File: config.mk
export PLATFORM = sky130hd
export DESIGN_NAME = flit_writer
export DESIGN_NICKNAME = d
export VERILOG_FILES = /design/src/rtl/flit_writer.sv
export SDC_FILE = /design/constraint.sdc
export NUM_CORES = 1
export LEC_CHECK = 0
export CELL_PAD_IN_SITES_DETAIL_PLACEMENT = 1
export CELL_PAD_IN_SITES_GLOBAL_PLACEMENT = 2
export CORE_UTILIZATION = 32
export DETAILED_ROUTE_END_ITERATION = 6
export GPL_TIMING_DRIVEN = 0
export PLACE_DENSITY = 0.93
export SYNTH_ARGS = -nofsm -noshare
export SYNTH_HDL_FRONTEND = slang
export SYNTH_SLANG_ARGS = --single-unit
File: constraint.sdc
create_clock -name clk -period 4.5 [get_ports clk]
set_clock_uncertainty 0.15 [all_clocks]
set_input_delay 0.9 -clock clk [delete_from_list [all_inputs] [get_ports clk]]
set_output_delay 0.9 -clock clk [all_outputs]
set_load 0.01 [all_outputs]
File: src/rtl/flit_writer.sv
// Feeds 1- or 2-flit packets into the flit buffer: waits for capacity, strobes
// each flit with setup/hold margin, then resends on nack or drops the packet.
module flit_writer #(
    parameter int FLIT_W    = 32,
    parameter int CAP_W     = 3,
    parameter int TIMEOUT   = 15,
    parameter int MAX_RETRY = 3
) (
    input  logic              clk,
    input  logic              rst,
    input  logic              pkt_valid,
    output logic              pkt_ready,
    input  logic              pkt_len,
    input  logic [FLIT_W-1:0] pkt_flit0,
    input  logic [FLIT_W-1:0] pkt_flit1,
    output logic [FLIT_W-1:0] buf_in,
    output logic              buf_write,
    input  logic              buf_ack,
    input  logic [CAP_W-1:0]  buf_capacity,
    output logic              pkt_done,
    output logic              pkt_drop,
    output logic              busy
);

    localparam int WAIT_W  = $clog2(TIMEOUT + 1);
    localparam int RETRY_W = $clog2(MAX_RETRY + 1);

    typedef enum logic [2:0] {
        S_IDLE,
        S_CHECK,
        S_SETUP,
        S_STROBE,
        S_HOLD,
        S_ACK
    } state_t;

    state_t              state_q, state_d;
    logic                len_q, len_d;
    logic                idx_q, idx_d;
    logic [FLIT_W-1:0]   flit_q [0:1];
    logic [FLIT_W-1:0]   flit_d [0:1];
    logic [WAIT_W-1:0]   wait_q, wait_d;
    logic [RETRY_W-1:0]  retry_q, retry_d;
    logic [FLIT_W-1:0]   buf_in_q, buf_in_d;
    logic                buf_write_q, buf_write_d;
    logic                pkt_done_q, pkt_done_d;
    logic                pkt_drop_q, pkt_drop_d;
    logic                busy_q, busy_d;
    logic                pkt_ready_q, pkt_ready_d;

    logic [FLIT_W-1:0]   src_flit [0:1];
    logic [FLIT_W-1:0]   fmt_flit [0:1];
    logic [WAIT_W-1:0]   wait_inc;
    logic [RETRY_W-1:0]  retry_inc;
    logic [CAP_W:0]      cap_need;
    logic                cap_ok;

    assign src_flit[0] = pkt_flit0;
    assign src_flit[1] = pkt_flit1;

    // Bit0 carries the flit index; the header's bit1 carries the packet length.
    genvar gi;
    generate
        for (gi = 0; gi < 2; gi++) begin : g_fmt
            assign fmt_flit[gi] = {src_flit[gi][FLIT_W-1:2],
                                   (gi == 0) ? pkt_len : src_flit[gi][1],
                                   (gi == 1) ? 1'b1 : 1'b0};
        end
    endgenerate

    // Both counters hold at their limit rather than wrapping.
    assign wait_inc  = (wait_q == WAIT_W'(TIMEOUT)) ? wait_q : wait_q + 1'b1;
    assign retry_inc = (retry_q == RETRY_W'(MAX_RETRY)) ? retry_q : retry_q + 1'b1;

    assign cap_need = len_q ? (CAP_W+1)'(2) : (CAP_W+1)'(1);
    assign cap_ok   = ({1'b0, buf_capacity} >= cap_need);

    always_comb begin
        state_d    = state_q;
        len_d      = len_q;
        idx_d      = idx_q;
        flit_d     = flit_q;
        wait_d     = wait_q;
        retry_d    = retry_q;
        pkt_done_d = 1'b0;
        pkt_drop_d = 1'b0;

        case (state_q)
            S_IDLE: begin
                if (pkt_valid && pkt_ready_q) begin
                    len_d     = pkt_len;
                    flit_d[0] = fmt_flit[0];
                    flit_d[1] = fmt_flit[1];
                    idx_d     = 1'b0;
                    wait_d    = '0;
                    retry_d   = '0;
                    state_d   = S_CHECK;
                end
            end
            S_CHECK: begin
                if (cap_ok) begin
                    state_d = S_SETUP;
                end else begin
                    wait_d = wait_inc;
                    if (wait_inc >= WAIT_W'(TIMEOUT)) begin
                        pkt_drop_d = 1'b1;
                        state_d    = S_IDLE;
                    end
                end
            end
            S_SETUP:  state_d = S_STROBE;
            S_STROBE: state_d = S_HOLD;
            S_HOLD: begin
                if (!idx_q && len_q) begin
                    idx_d   = 1'b1;
                    state_d = S_SETUP;
                end else begin
                    state_d = S_ACK;
                end
            end
            S_ACK: begin
                if (buf_ack) begin
                    pkt_done_d = 1'b1;
                    state_d    = S_IDLE;
                end else begin
                    retry_d = retry_inc;
                    if (retry_inc >= RETRY_W'(MAX_RETRY)) begin
                        pkt_drop_d = 1'b1;
                        state_d    = S_IDLE;
                    end else begin
                        idx_d   = 1'b0;
                        wait_d  = '0;
                        state_d = S_CHECK;
                    end
                end
            end
            default: state_d = S_IDLE;
        endcase

        // Outputs are registered copies of what the next state implies.
        buf_write_d = (state_d == S_STROBE);
        busy_d      = (state_d != S_IDLE);
        pkt_ready_d = (state_d == S_IDLE);
        buf_in_d    = (state_d == S_SETUP) ? flit_d[idx_d] : buf_in_q;
    end

    always_ff @(posedge clk) begin
        if (rst) begin
            state_q     <= S_IDLE;
            len_q       <= 1'b0;
            idx_q       <= 1'b0;
            flit_q[0]   <= '0;
            flit_q[1]   <= '0;
            wait_q      <= '0;
            retry_q     <= '0;
            buf_in_q    <= '0;
            buf_write_q <= 1'b0;
            pkt_done_q  <= 1'b0;
            pkt_drop_q  <= 1'b0;
            busy_q      <= 1'b0;
            pkt_ready_q <= 1'b1;
        end else begin
            state_q     <= state_d;
            len_q       <= len_d;
            idx_q       <= idx_d;
            flit_q[0]   <= flit_d[0];
            flit_q[1]   <= flit_d[1];
            wait_q      <= wait_d;
            retry_q     <= retry_d;
            buf_in_q    <= buf_in_d;
            buf_write_q <= buf_write_d;
            pkt_done_q  <= pkt_done_d;
            pkt_drop_q  <= pkt_drop_d;
            busy_q      <= busy_d;
            pkt_ready_q <= pkt_ready_d;
        end
    end

    assign buf_in    = buf_in_q;
    assign buf_write = buf_write_q;
    assign pkt_done  = pkt_done_q;
    assign pkt_drop  = pkt_drop_q;
    assign busy      = busy_q;
    assign pkt_ready = pkt_ready_q;

endmodule
==> results.toml, run 1 <==
[setup_path]
path_buf_inv = 3
slowest_stage = "clkdlybuf4s50_1"
end_kind = "register"
path_delay_family = "buffers and inverters"
worstPathArrival_ns = 2.94
path_cells = "clkdlybuf4s50_1 -> inv_1 -> ha_1 -> nor2b_1 -> o21ai_0 -> a211oi_2 -> nor2_2 -> buf_4 -> mux2i_1"
crit_type = "input pin to register"
worstSetupStartpointType = "input pin"
critPathRequiredTime_ns = 4.58
cp_max_fo = 10
slowest_delay_ns = 0.46

[timing]
max_freq_mhz = 350
period_share_pct = 63.5
setup_tns_ns = 0
fin_crit_ns = 2.86
rsz0062_at_grt = "no"
slew_headroom_pct = 58.3
final-max-slew-violation-count = 0
worst_slew_pin_slew_ns = 0.626
hold_viol = 0
hold_ws_ns = 0.308
setup_viol = 0

[die]
die_area_um2 = 16100
rows = 45
die_h_um = 127
die_width_um = 127
io_pins = 109
start_util_pct = 32.9
core_um2 = 15200

[grt]
grt_pass1_vias = 4719
antenna_found_initial = 0
overflow = 0
track_usage_pct = 18.9
grt_pass1_wl_um = 23700
grt_start_max_net_pins = 17

[job]
drv_cap = 0

[cts]
root_buffer = "clkbuf_16"
cts_setup_buffers = 0
cts_tree = "yes"
cts_max_path_buffers = 2
post_cts_resized = 0
clk_pin_slew_ns = 0.07
cts_htree_levels = 3
cts.sink_count = 112
insertion_delay_ns = 0.35
numCtsBuffers = 9
hold_buffers = 0

[finish]
fill_cells = 1799
diodes = 0
area_growth_pct = 31.5
layout-drive-gt1-share_pct = 6.23
nNetsFinal = 777

[route]
totalWireLength_um = 14900
route.detailed.drc = 0
drtIter0Drc = 159
dr_wl_met2_um = 7220
vias = 4512
wire_per_inst_um = 16.6
vias_per_cell = 5.05
wirelength_met1_um = 6860
met3_length_um = 468
highest_layer = "met4"
firstDrtPassIters = 4
ant_nets = 0

[pwr]
p_leak_nw = 2.27
powerDensity_nw_per_um2 = 468
ir_drop_uv = 232

[synthesis]
synth_cell_types = 46
postSynthAreaPerCell_um2 = 8.52
ys_warn_count = 0
synth.yosys.seq_area_share_pct = 44.8
syn-num-nets = 662
syn_inst = 587
netlist_area_um2 = 5000
ys_seq_elements = 112

[worst_hold_path]
worstHoldPathType = "register to register"

[placement]
dp_hpwl_um = 11200
gp_congestion = 0.795
port_buffers = 104

[status]
status = "finished, final reports clean"
power by group:
part | total [mW] | switching (mW) | internal, mW | leakage (nW)
clock network | 0.822 | 0.360 | 0.461 | 0.146
registers | 1.24 | 0.0916 | 1.15 | 0.913
logic | 1.01 | 0.570 | 0.443 | 1.21
total | 3.08 | 1.02 | 2.05 | 2.27
worst reg2reg max path: cells and delay by family (launching register included):
kind                     cells  cell delay, ns
buffers and inverters        3            0.40
AND/OR/NAND/NOR              1            0.24
flip-flops                   1            0.40
adder cells (fa/ha/maj)      1            0.27
multiplexers                 1            0.22
AO/OA/AOI/OAI                2            0.53
placed cells by master (no fill, tap or decap), types with 2 or more instances in the layout:
cell / n
nand2_1: 161
dfxtp_1: 112
clkdlybuf4s50_1: 104
a21oi_1: 72
mux2i_1: 63
nor2_1: 39
a211o_1: 32
clkbuf_1: 25
buf_2: 12
clkbuf_16: 9
nor3_1: 6
nand3_1: 6
inv_1: 5
buf_4: 5
nor2b_1: 5
nand4bb_1: 3
o21ai_0: 3
buf_12: 3
ha_1: 3
buf_6: 2
o32a_1: 2
nand2b_1: 2
nand4_1: 2
and2_1: 2
clkbuf_8: 2
cells in the mapped netlist, drive strengths merged:
library cell    n  area, um^2
nand4bb         3        33.8
nand4           2        12.5
or4             1        7.51
o32a            2        20.0
nor3            6        30.0
or2b            1        7.51
dfxtp         112        2240
o211a           1        10.0
o311ai          1        8.76
ha              3        37.5
mux2i          63         631
inv             5        18.8
buf            23         184
and2            2        12.5
and2b           1        7.51
nor2b           5        31.3
or2             2        12.5
a21o            1        7.51
and4bb          1        12.5
o21ai           3        15.0
nor4b           1        15.0
nand2         161         604
a211oi          2        20.0
a22oi           1        7.51
a21oi          73         369
nand3           6        30.0
o221ai          1        15.0
nor2           40         153
nand3b          1        7.51
clkbuf         23        86.3
nand2b          3        21.3
clkinv          1        3.75
o211ai          1        7.51
a31oi           1        12.5
a211o          32         280
and3            1        6.26
nor3b           1        18.8
worst paths after layout:
kind,end,slack (ns),cells past startpoint,start
min reg2reg,flit_q[33],0.31,2,flit_q[33]
max,buf_in[19],1.64,9,buf_capacity[0]
max reg2reg,buf_in[13],2.20,8,len_q
min,flit_q[33],0.31,2,flit_q[33]
layer usage:
metal,track usage (%),vias to the layer above
met2,33.0,88
met1,23.3,2182
met4,8.33,0
met3,2.55,21
li1,-,2221
met5,0,-
flip-flops by register name, indices dropped and copies added (netlist names):
| register | cells |
|---|---|
| buf_write | 1 |
| buf_in | 32 |
| busy | 1 |
| pkt_drop | 1 |
| len_q | 1 |
| idx_q | 1 |
| retry_q | 2 |
| pkt_ready | 1 |
| state_q | 3 |
| pkt_done | 1 |
| flit_q | 64 |
| wait_q | 4 |
cells by family after synthesis:
family                     share of synthesized area, %
buffers and inverters                              5.86
AOI/OAI and AO/OA                                  15.5
DFF                                                44.8
muxes                                              12.6
adders and majority gates                         0.751
and+or+nand+nor                                    20.5
through the flow:
| stage | util, % | std cells | setup WS [ns] | power [mW] | cell area, um^2 |
|---|---|---|---|---|---|
| 3_3_place_gp | 41.3 | 879 | 1.28 | 2.24 | 6280 |
| 2_1_floorplan | - | 587 | 2.03 | 1.88 | 5000 |
| 4_1_cts | 43.3 | 894 | 1.64 | 3.11 | 6580 |
| 6_report | 43.3 | 894 | 1.64 | 3.08 | 6580 |
| 3_5_place_dp | 41.3 | 879 | 1.26 | 2.28 | 6280 |
| 5_1_grt | 43.3 | 894 | 1.49 | 3.25 | 6580 |
final cells by class:
cell class,instances,area [um^2],share of cell area [%]
Multi-Input combinational cell,423,2460,37.5
Sequential cell,112,2240,34.1
Timing Repair Buffer,104,1040,15.8
Buffer,46,270,4.11
Clock buffer,13,260,3.96
Tap cell,188,235,3.58
Clock inverter,2,38.8,0.590
Inverter,6,22.5,0.343
No activity file was read; power rests on OpenSTA's default activity.
==> run 2: changes to the inputs <==
--- a/config.mk
+++ b/config.mk
@@ -7,10 +7,10 @@
 export LEC_CHECK = 0
 export CELL_PAD_IN_SITES_DETAIL_PLACEMENT = 1
 export CELL_PAD_IN_SITES_GLOBAL_PLACEMENT = 2
-export CORE_UTILIZATION = 32
+export CORE_UTILIZATION = 27
 export DETAILED_ROUTE_END_ITERATION = 6
 export GPL_TIMING_DRIVEN = 0
-export PLACE_DENSITY = 0.93
+export PLACE_DENSITY = 0.84
 export SYNTH_ARGS = -nofsm -noshare
 export SYNTH_HDL_FRONTEND = slang
 export SYNTH_SLANG_ARGS = --single-unit
==> constraint.sdc (replaced) <==
create_clock -name clk -period 2.6 [get_ports clk]
set_clock_uncertainty 0.15 [all_clocks]
set_input_delay 0.52 -clock clk [delete_from_list [all_inputs] [get_ports clk]]
set_output_delay 0.52 -clock clk [all_outputs]
set_load 0.01 [all_outputs]
==> results.toml, run 2 (same netlist as run 1, synthesis figures left out) <==
[setup_path]
worstSetupStartpointType = "input pin"
critPathRequiredTime_ns = 2.73
slowest_stage = "a211oi_2"
worstPathArrival_ns = 2.63
slowest_delay_ns = 0.51
end_kind = "register"
crit_type = "input pin to register"
cp_max_fo = 10
path_cells = "clkdlybuf4s50_1 -> inv_1 -> ha_1 -> nor2b_2 -> o21ai_1 -> a211oi_2 -> nor2_4 -> buf_4 -> mux2i_1"

[cts]
clk_pin_slew_ns = 0.07
cts_tree = "yes"
root_buffer = "clkbuf_16"
cts_htree_levels = 3
cts_max_path_buffers = 2
numCtsBuffers = 9
hold_buffers = 0
cts.sink_count = 112
insertion_delay_ns = 0.36

[grt]
grt_start_max_net_pins = 18
track_usage_pct = 17.0
grt_pass1_wl_um = 25400
overflow = 0
antenna_found_initial = 0
grt_pass1_vias = 4908

[timing]
rsz0062_at_grt = "no"
setup_viol = 0
setup_tns_ns = 0
final-max-slew-violation-count = 0
slew_headroom_pct = 58.7
period_share_pct = 96.2
fin_crit_ns = 2.50
hold_viol = 0
max_freq_mhz = 400
worst_slew_pin_slew_ns = 0.619

[status]
status = "finished, violations left"
violations = "DRC"

[finish]
final_common_cell = "nand2_1"
nNetsFinal = 778
fill_cells = 2117
regArea_um2 = 2240
final_cell_mix = "161 x nand2_1, 112 x dfxtp_1, 104 x clkdlybuf4s50_1"
area_growth_pct = 33.0
final_cells = 937
largest_register = "flit_q"
diodes = 0
final_util_pct = 36.8
largest_reg_flops = 64
multi_input_area_um2 = 2470
layout-drive-gt1-share_pct = 6.92

[placement]
gp_congestion = 0.816
port_buffers = 104
dp.cells = 920
dp_hpwl_um = 12000

[pwr]
powerDensity_nw_per_um2 = 812
p_sw_share_pct = 34.0
combPwrFrac_pct = 33.3
p_seq_share_pct = 39.8
ir_drop_uv = 401
power.internal_mw = 3.57
clock_power_share_pct = 26.9
switchingPower_mw = 1.83
p_leak_nw = 2.27

[die]
rows = 49
die_width_um = 138
io_pins = 109
die_area_um2 = 19100
start_util_pct = 27.6
die_h_um = 138
core_um2 = 18100

[route]
route.detailed.drc = 10
vias_per_cell = 4.86
wire_per_inst_um = 16.9
vias = 4554
firstDrtPassIters = 7
totalWireLength_um = 15800
drtIter0Drc = 220
ant_nets = 0

[job]
drv_cap = 0

[worst_hold_path]
worstHoldPathType = "register to register"
## run 2: what timing repair did
action	in CTS	in global routing
setup endpoints to repair	0	30
buffers inserted	0	1
resized for setup	0	3
## run 2: layout make-up
| type | instances | area share (%) |
|---|---|---|
| plain buffers | 46 | 4.06 |
| flip-flops and latches | 112 | 33.7 |
| well taps | 229 | 4.31 |
| clock inverters | 5 | 0.828 |
| multi-input cells | 423 | 37.2 |
| inverters | 6 | 0.339 |
| repair buffers | 105 | 15.8 |
| clock buffers | 11 | 3.80 |
## run 2: power by group through the flow
stage / Sequential (mW) / Clock (mW) / Combinational [mW]
finish: 2.15 / 1.45 / 1.80
global route: 2.18 / 1.56 / 1.97
CTS: 2.15 / 1.49 / 1.80
detailed placement: 2.19 / 0 / 1.80
global placement: 2.17 / 0 / 1.72
floorplan: 2.18 / 0 / 1.07
## run 2: per-layer routing
| metal | vias up | track usage (%) | wire length (um) |
|---|---|---|---|
| li1 | 2221 | - | - |
| met1 | 2237 | 20.3 | 7080 |
| met2 | 80 | 30.5 | 7920 |
| met3 | 16 | 2.49 | 474 |
| met4 | 0 | 6.98 | 325 |
| met5 | - | 0 | 0 |
## run 2: final timing paths
kind                        start    endpoint  slack (ns)  cells past startpoint
setup / recovery  buf_capacity[0]   buf_in[8]         0.1                      9
setup reg to reg            len_q   buf_in[8]        0.27                      8
hold / removal         flit_q[54]  flit_q[54]        0.31                      2
hold reg to reg        flit_q[54]  flit_q[54]        0.31                      2
## run 2: worst max-delay path: cells and delay by family
family / cells / cell delay, ns
adder cells (fa/ha/maj): 1 / 0.29
buffers and inverters: 3 / 0.72
multiplexers: 1 / 0.19
AO/OA/AOI/OAI: 2 / 0.63
AND/OR/NAND/NOR: 2 / 0.28
## run 2: through the flow
step	setup slack [ns]	hold WS, ns	power, mW	instance area [um^2]
final	0.0979	0.312	5.40	6650
after global routing	0.00441	0.330	5.71	6650
after CTS	0.0296	0.316	5.44	6640
after detailed placement	-0.326	0.300	3.98	6330
after global placement	-0.260	0.291	3.90	6330
after floorplan	0.505	0.286	3.25	5000
==> run 3: changes to the inputs <==
==> constraint.sdc (replaced) <==
create_clock -name clk -period 2 [get_ports clk]
set_clock_uncertainty 0.15 [all_clocks]
set_input_delay 0.4 -clock clk [delete_from_list [all_inputs] [get_ports clk]]
set_output_delay 0.4 -clock clk [all_outputs]
set_load 0.01 [all_outputs]
==> results.toml, run 3 (same netlist as run 1, synthesis figures left out) <==
[status]
status = "finished, violations left"
violations = "DRC, setup timing"

[setup_path]
worstPathArrival_ns = 2.33
cp_max_fo = 8
crit_type = "register to register"
end_kind = "register"
worstSetupStartpointType = "register"
critPathRequiredTime_ns = 2.14

[grt]
grt_pass1_vias = 5080
grt_start_max_net_pins = 18
grt_use_met3_pct = 2.53
track_usage_pct = 17.8
overflow = 0
busiest_layer = "met2"
met1_usage_pct = 21.4
antenna_found_initial = 0
grt_pass1_wl_um = 26500
grt_use_met2_pct = 31.9

[cts]
insertion_delay_ns = 0.36
hold_buffers = 0
root_buffer = "clkbuf_16"
clk_pin_slew_ns = 0.08
cts_max_path_buffers = 2
cts.sink_count = 112
cts_htree_levels = 3
cts_tree = "yes"
numCtsBuffers = 9

[finish]
final_cell_mix = "161 x nand2_1, 106 x dfxtp_1, 101 x clkdlybuf4s50_1"
largest_reg_flops = 64
diodes = 0
final_common_cell = "nand2_1"
final_util_pct = 40.0
final_cells = 967
fill_cells = 2095
layout-drive-gt1-share_pct = 14.5
nNetsFinal = 808
area_growth_pct = 44.6
largest_register = "flit_q"
design_area_um2 = 7230

[timing]
rsz0062_at_grt = "yes"
slew_headroom_pct = 60.7
finalWorstSetupSlack_ns = -0.192
period_share_pct = 110
max_freq_mhz = 456
hold_ws_ns = 0.314
worst_slew_pin_slew_ns = 0.590
setup_viol = 32
final-max-slew-violation-count = 0
fin_crit_ns = 2.19
setup_tns_ns = -4.69
hold_viol = 0

[job]
drv_cap = 0

[pwr]
ir_drop_uv = 600
p_leak_nw = 2.54
finalPower_mw = 7.64
powerDensity_nw_per_um2 = 1060

[placement]
placed_area_um2 = 6330
dp_hpwl_um = 12000
preCtsSetupSlack_ns = -0.806
port_buffers = 104
gp_congestion = 0.816
dp.cells = 920

[die]
die_width_um = 138
core_um2 = 18100
io_pins = 109
rows = 49
die_area_um2 = 19100
die_h_um = 138
start_util_pct = 27.6

[route]
drtIter0Drc = 268
ant_nets = 0
wire_per_inst_um = 17.7
totalWireLength_um = 17200
route.detailed.drc = 10
vias_per_cell = 4.88
firstDrtPassIters = 7
vias = 4716

[worst_hold_path]
worstHoldPathType = "register to register"
run 3: path summary, 6_finish.rpt:
kind | from | endpoint | slack (ns) | depth (start not counted)
max | state_q[0] | buf_in[21] | -0.19 | 9
min | flit_q[54] | flit_q[54] | 0.31 | 2
max reg2reg | state_q[0] | buf_in[21] | -0.19 | 9
min reg2reg | flit_q[54] | flit_q[54] | 0.31 | 2
run 3: area by class of cell:
cell class | instances | area, um^2 | area share, %
Sequential cell | 112 | 2250 | 31.2
Tap cell | 229 | 287 | 3.96
Clock buffer | 11 | 253 | 3.49
Buffer | 45 | 343 | 4.74
Timing Repair Buffer | 136 | 1440 | 19.9
Multi-Input combinational cell | 423 | 2580 | 35.6
Clock inverter | 5 | 55.1 | 0.761
Inverter | 6 | 27.5 | 0.381
run 3: timing repair:
action	in CTS	in global routing
gates cloned	5	1
pin swaps	30	9
endpoints found under the setup margin	97	97
gates resized for setup	50	37
buffers inserted	14	14
run 3: layer usage:
metal	share of wire (%)	vias to the layer above	wire [um]
met5	0	-	0
met4	2.4	0	420
met3	3.1	26	539
met2	51	104	8670
met1	44	2301	7520
li1	-	2285	-
run 3: worst max-delay path, cell delays in order, from the launching register on:
cell and delay, ns:
dfxtp_2 0.34, buf_4 0.14, and4bb_1 0.31, o32a_1 0.24
buf_12 0.18, buf_4 0.13, buf_12 0.11, mux2i_1 0.08
a211o_1 0.27, mux2i_1 0.15
run 3: where the power goes:
group	leakage [nW]	switching (mW)	internal, mW
clock network	0.148	0.869	1.04
registers	0.916	0.217	2.59
logic	1.48	1.49	1.44
==> edit 1 (flow settings as in run 2) <==
Change the parameter `FLIT_W` from 32 to 64.
--- a/src/rtl/flit_writer.sv
+++ b/src/rtl/flit_writer.sv
@@ -3,3 +3,3 @@
 module flit_writer #(
-    parameter int FLIT_W    = 32,
+    parameter int FLIT_W    = 64,
     parameter int CAP_W     = 3,
Ports: changed (resized buf_in, pkt_flit0 and pkt_flit1); port bits go from 109 to 205. The function was not compared with the original's and may differ.
==> edit 1 against run 2 <==
  * Utilization up 1.9 points
  * Synthesized area up 64%
  * Final area up 73%
  * Setup slack worse by 0.012 ns
  * Clock power up 130%
  * Sequential power up 86%
  * Largest cell class is now flip-flops and latches
  * Combinational power up 50%
  * Highest routed layer unchanged
  * Total power up 86%
  * Sequential cell count up 96
  * Wire length up 77%
==> edit 1: results (changes against run 2) <==
\begin{tabular}{lr}
\hline
Metric & Value \\
\hline
\multicolumn{2}{l}{\textbf{Synthesis}} \\
\quad Number of nets produced by synthesis & 1085 (+64\%) \\
\quad Main area contributors after synthesis & sky130\_fd\_sc\_hd\_\_dfxtp\_1 (51\%), sky130\_fd\_sc\_hd\_\_a21oi\_1 (12\%), sky130\_fd\_sc\_hd\_\_nand2\_1 (12\%), sky130\_fd\_sc\_hd\_\_mux2i\_1 (8.0\%), sky130\_fd\_sc\_hd\_\_a211oi\_1 (5.9\%) \\
\quad Post-synthesis instance total & 946 (+61\%) \\
\quad Most instantiated cells after synthesis & sky130\_fd\_sc\_hd\_\_nand2\_1 (259), sky130\_fd\_sc\_hd\_\_dfxtp\_1 (208), sky130\_fd\_sc\_hd\_\_a21oi\_1 (203) \\
\multicolumn{2}{l}{\textbf{Place}} \\
\quad Placed wire-length estimate & 20600 um (+72\%) \\
\quad Number of port buffers & 200 (+92\%) \\
\quad Worst Setup Slack post-DPL & -0.5440 ns (-0.2183 ns) \\
\quad Number of placed cells counting well taps & 1536 (+67\%) \\
\multicolumn{2}{l}{\textbf{Setup path}} \\
\quad Worst EP arrival & 2.78 ns (+0.15 ns) \\
\quad Worst-path cell with the longest stage delay & sky130\_fd\_sc\_hd\_\_clkdlybuf4s50\_1 \\
\quad Worst path max stage delay & 0.46 ns (-0.05 ns) \\
\quad Worst reg2reg setup slack & 0.13 ns (-0.14 ns) \\
\quad Worst reg2reg endpoint & buf\_in[14] \\
\multicolumn{2}{l}{\textbf{Hold path}} \\
\quad Beginning of the worst hold path & flit\_q[58] \\
\quad WHS Endpoint & flit\_q[58] \\
\multicolumn{2}{l}{\textbf{Clocking}} \\
\quad Post-CTS resize count & 5 (+5) \\
\quad Clock buffer count from CTS & 24 (+15) \\
\quad H-tree depth & 1 (-2) \\
\quad Insertion delay of the later-clocked pin in the worst-skew pair & 0.51 ns (+0.15 ns) \\
\multicolumn{2}{l}{\textbf{Detailed routing}} \\
\quad Length of the first detailed-routing pass in iterations & 4 (-3) \\
\quad Final routed wire length divided by cell count & 17.69 um (+4.9\%) \\
\multicolumn{2}{l}{\textbf{Layout}} \\
\quad Non-filler instance count after layout & 1581 (+69\%) \\
\quad Number of flip-flops under the largest register name & 128 (+100\%) \\
\quad Largest Register & flit\_q \\
\multicolumn{2}{l}{\textbf{GRT}} \\
\quad GRT Total Usage & 17.73\% (+0.75 points) \\
\quad Vias in the first global route & 7696 (+57\%) \\
\quad Maximum number of pins on one net before global-route repair & 13 (-5) \\
\quad Antenna violations before repair & 1 (+1) \\
\quad First-pass GRT wire length & 42970 um (+70\%) \\
\multicolumn{2}{l}{\textbf{STA}} \\
\quad Actual slew at the worst max-slew pin & 0.7629 ns (+0.1435 ns) \\
\quad Hold slack final & 0.3038 ns (-0.007686 ns) \\
\multicolumn{2}{l}{\textbf{Run status}} \\
\quad Status & finished clean \\
\multicolumn{2}{l}{\textbf{Pwr}} \\
\quad Lkg Pwr & 4.463 nW (+96\%) \\
\quad Peak supply drop & 0.4069 mV (+1.6\%) \\
\hline
\end{tabular}
==> edit 1: changes by cell type in the layout (fill, tap and decap cells not counted), sizes merged, moves of 3 or more <==
cell,before,now
nand2,161,259
a21oi,73,204
a211o,32,2
clkdlybuf4s50,104,200
nor3b,1,5
buf,24,45
nand3,6,3
a211oi,2,65
nand4bb,3,0
clkbuf,34,76
dfxtp,112,208
nor2,40,8
==> edit 1: final cells by class <==
class / count / area [um2] / share of cell area [%]
Multi-Input combinational cell: 651 / 3593 / 31.23
Antenna cell: 2 / 5.005 / 0.04350
Timing Repair Buffer: 200 / 2002 / 17.40
Buffer: 82 / 450.4 / 3.915
Sequential cell: 208 / 4164 / 36.19
Inverter: 5 / 18.77 / 0.1631
Tap cell: 390 / 488.0 / 4.241
Clock buffer: 39 / 738.2 / 6.417
Clock inverter: 4 / 45.04 / 0.3915
==> edit 1: kinds of logic (layout without fill, tap and decap cells) <==
logic type / after synthesis / count (layout) / synth area share [%]
other: 0 / 2 / 0
buffers and inverters: 87 / 330 / 5.552
muxes: 65 / 65 / 7.953
DFF: 208 / 208 / 50.90
AOI/OAI and AO/OA: 285 / 285 / 20.14
and+or+nand+nor: 298 / 298 / 14.99
adders and majority gates: 3 / 3 / 0.4589
==> edit 1: how the worst max path moves through the flow <==
stage / cells after the start / start / slack (ns) / end
final: 10 / buf_capacity[0] / 0.09 / buf_in[14]
after global routing: 10 / buf_capacity[0] / -0.004 / buf_in[51]
after CTS: 10 / buf_capacity[0] / 0.0005 / buf_in[51]
after detailed placement: 10 / buf_capacity[0] / -0.54 / buf_in[58]
after global placement: 10 / buf_capacity[0] / -0.47 / buf_in[8]
after floorplan: 9 / buf_capacity[0] / 0.34 / buf_in[14]
==> edit 1: through the flow <==
step	utilization, %	cell area (um2)
CTS	38.58	11470
floorplan	-	8180
global placement	35.91	10670
finish	38.71	11500
detailed placement	35.91	10670
global route	38.71	11500
==> edit 1: worst max-delay path: cells and delay by family <==
family	cells	cell delay, ns
adders and majority gates	1	0.27
AOI/OAI and AO/OA	3	0.75
buffers and inverters	4	0.91
and+or+nand+nor	2	0.32
==> edit 1: routing by layer <==
metal  GRT usage [%]  up-vias  share of wire (%)
li1                -     3714                  -
met1           22.97     3480                 45
met2           31.25      150                 49
met3           2.067       33                3.5
met4           4.022        0                1.8
met5               0        -                  0
==> edit 1: power breakdown <==
part / total, mW / internal [mW] / switching, mW
combinational: 2.70 / 1.20 / 1.50
clock: 3.33 / 2.03 / 1.30
sequential: 4.00 / 3.69 / 0.315
==> edit 2 (config.mk and constraints of run 2) <==
Made on the original files. Take the reset off `buf_in_q` and load it in a clocked block of its own.
--- a/src/rtl/flit_writer.sv
+++ b/src/rtl/flit_writer.sv
@@ -155,3 +155,2 @@
             retry_q     <= '0;
-            buf_in_q    <= '0;
             buf_write_q <= 1'b0;
@@ -169,3 +168,2 @@
             retry_q     <= retry_d;
-            buf_in_q    <= buf_in_d;
             buf_write_q <= buf_write_d;
@@ -176,2 +174,6 @@
         end
+    end
+
+    always_ff @(posedge clk) begin
+        buf_in_q <= buf_in_d;
     end
Check against the original RTL: differs if rst is asserted again (counterexample within 4 cycles, from zero or initial values and one cycle with rst high); with rst held inactive, the same outputs for 10 cycles.
==> edit 2 against run 2 <==
  * Final area is 1.9% lower
  * Synthesized area is 5.0% lower
  * Sequential cell count stayed put
  * Wire length is 12% lower
  * Setup slack worse by 0.015 ns
  * Total power is 14% lower
  * Largest power group unchanged
  * Clock power is 6% lower
  * Utilization is 1.1 points higher
  * Critical endpoint is now buf_in[5]
==> edit 2: results (changes against run 2) <==
\begin{tabular}{lr}
\hline
Metric & Value \\
\hline
\multicolumn{2}{l}{\textbf{Run status}} \\
\quad Status & finished clean \\
\multicolumn{2}{l}{\textbf{Layout}} \\
\quad Fraction of final layout cells sized beyond drive strength 1 & 13.75\% (+6.8 points) \\
\quad Final-layout clock-cell area share & 4.412\% (-0.22 points) \\
\quad Plain + repair buffers & 148 (-2.0\%) \\
\quad Fraction of area in multi-input gates & 30.21\% (-7.0 points) \\
\quad Fraction of cell area in non-clock buffers & 21.47\% (+1.6 points) \\
\quad Sequential standard cell area & 2564 um2 (+14\%) \\
\quad Non-filler instance count after layout & 843 (-10\%) \\
\quad Final standard cell utilization of the core & 37.84\% (+1.1 points) \\
\quad Multi-Input Combinational & 337 (-20\%) \\
\multicolumn{2}{l}{\textbf{Detailed routing}} \\
\quad Vias per cell & 4.746 (-2.3\%) \\
\quad Iteration-0 DRC count of the detailed router & 206 (-6.4\%) \\
\quad Routed wire length & 13970 um (-12\%) \\
\multicolumn{2}{l}{\textbf{STA}} \\
\quad Top achievable clock speed & 397.3 MHz (-0.58\%) \\
\quad Worst relative slew slack & 59.51\% (+0.80 points) \\
\multicolumn{2}{l}{\textbf{Place}} \\
\quad RePlAce Congestion & 0.7995 (-2.0\%) \\
\quad Total placed instance area & 6088 um2 (-3.8\%) \\
\quad Number of placed cells counting well taps & 819 (-11\%) \\
\quad Placed wire-length estimate & 9985 um (-17\%) \\
\multicolumn{2}{l}{\textbf{Clocking}} \\
\quad Post-CTS resize count & 1 (+1) \\
\quad Count of buffers added by post-CTS timing repair for setup & 6 (+6) \\
\multicolumn{2}{l}{\textbf{Synthesis}} \\
\quad Number of enable-type register cells in the synthesized netlist & 32 (+32) \\
\quad Share of the yosys chip area belonging to registers & 53.92\% (+9.1 points) \\
\quad Main area contributors after synthesis & sky130\_fd\_sc\_hd\_\_dfxtp\_1 (34\%), sky130\_fd\_sc\_hd\_\_edfxtp\_1 (20\%), sky130\_fd\_sc\_hd\_\_nand2\_1 (10\%), sky130\_fd\_sc\_hd\_\_a21oi\_1 (7.6\%), sky130\_fd\_sc\_hd\_\_o211ai\_2 (7.4\%) \\
\quad Arithmetic-cell share of the synthesized area counting full adders, half adders and majority gates & 0.7899\% (+0.039 points) \\
\quad Portion of netlist area occupied by mux cells & 0.2106\% (-12 points) \\
\multicolumn{2}{l}{\textbf{Setup path}} \\
\quad Worst reg2reg endpoint & buf\_in[5] \\
\quad Worst reg2reg setup slack & 0.14 ns (-0.13 ns) \\
\quad Max FO, Critical Path & 16 (+6) \\
\quad Worst EP arrival & 2.48 ns (-0.15 ns) \\
\multicolumn{2}{l}{\textbf{GRT}} \\
\quad GRT Total Usage & 15.91\% (-1.1 points) \\
\quad Vias in the first global route & 4265 (-13\%) \\
\quad First-pass GRT wire length & 21660 um (-15\%) \\
\multicolumn{2}{l}{\textbf{Floorplan}} \\
\quad Total core area & 17240 um2 (-4.7\%) \\
\hline
\end{tabular}
## edit 2: per-layer routing
metal	GRT usage [%]	vias to the layer above	share of wire, %	routed length [um]
met5	0	-	0	0
met4	5.930	0	1.7	231
met3	3.116	15	3.6	507
met2	27.55	77	50	6950
met1	19.48	1935	45	6277
li1	-	1974	-	-
## edit 2: critical path: stages
cell and delay (ns):
sky130_fd_sc_hd__clkdlybuf4s50_1 0.41, sky130_fd_sc_hd__ha_1 0.24, sky130_fd_sc_hd__nor4b_1 0.49, sky130_fd_sc_hd__o211a_4 0.27, sky130_fd_sc_hd__a221oi_2 0.06, sky130_fd_sc_hd__buf_4 0.18, sky130_fd_sc_hd__nor2b_4 0.13, sky130_fd_sc_hd__buf_12 0.17
## edit 2: report_power, final
| part | internal, mW | total [mW] | switching [mW] |
|---|---|---|---|
| Sequential | 2.04 | 2.12 | 0.0825 |
| Clock | 0.732 | 1.37 | 0.640 |
| Combinational | 0.538 | 1.17 | 0.632 |
| Total | 3.31 | 4.66 | 1.35 |
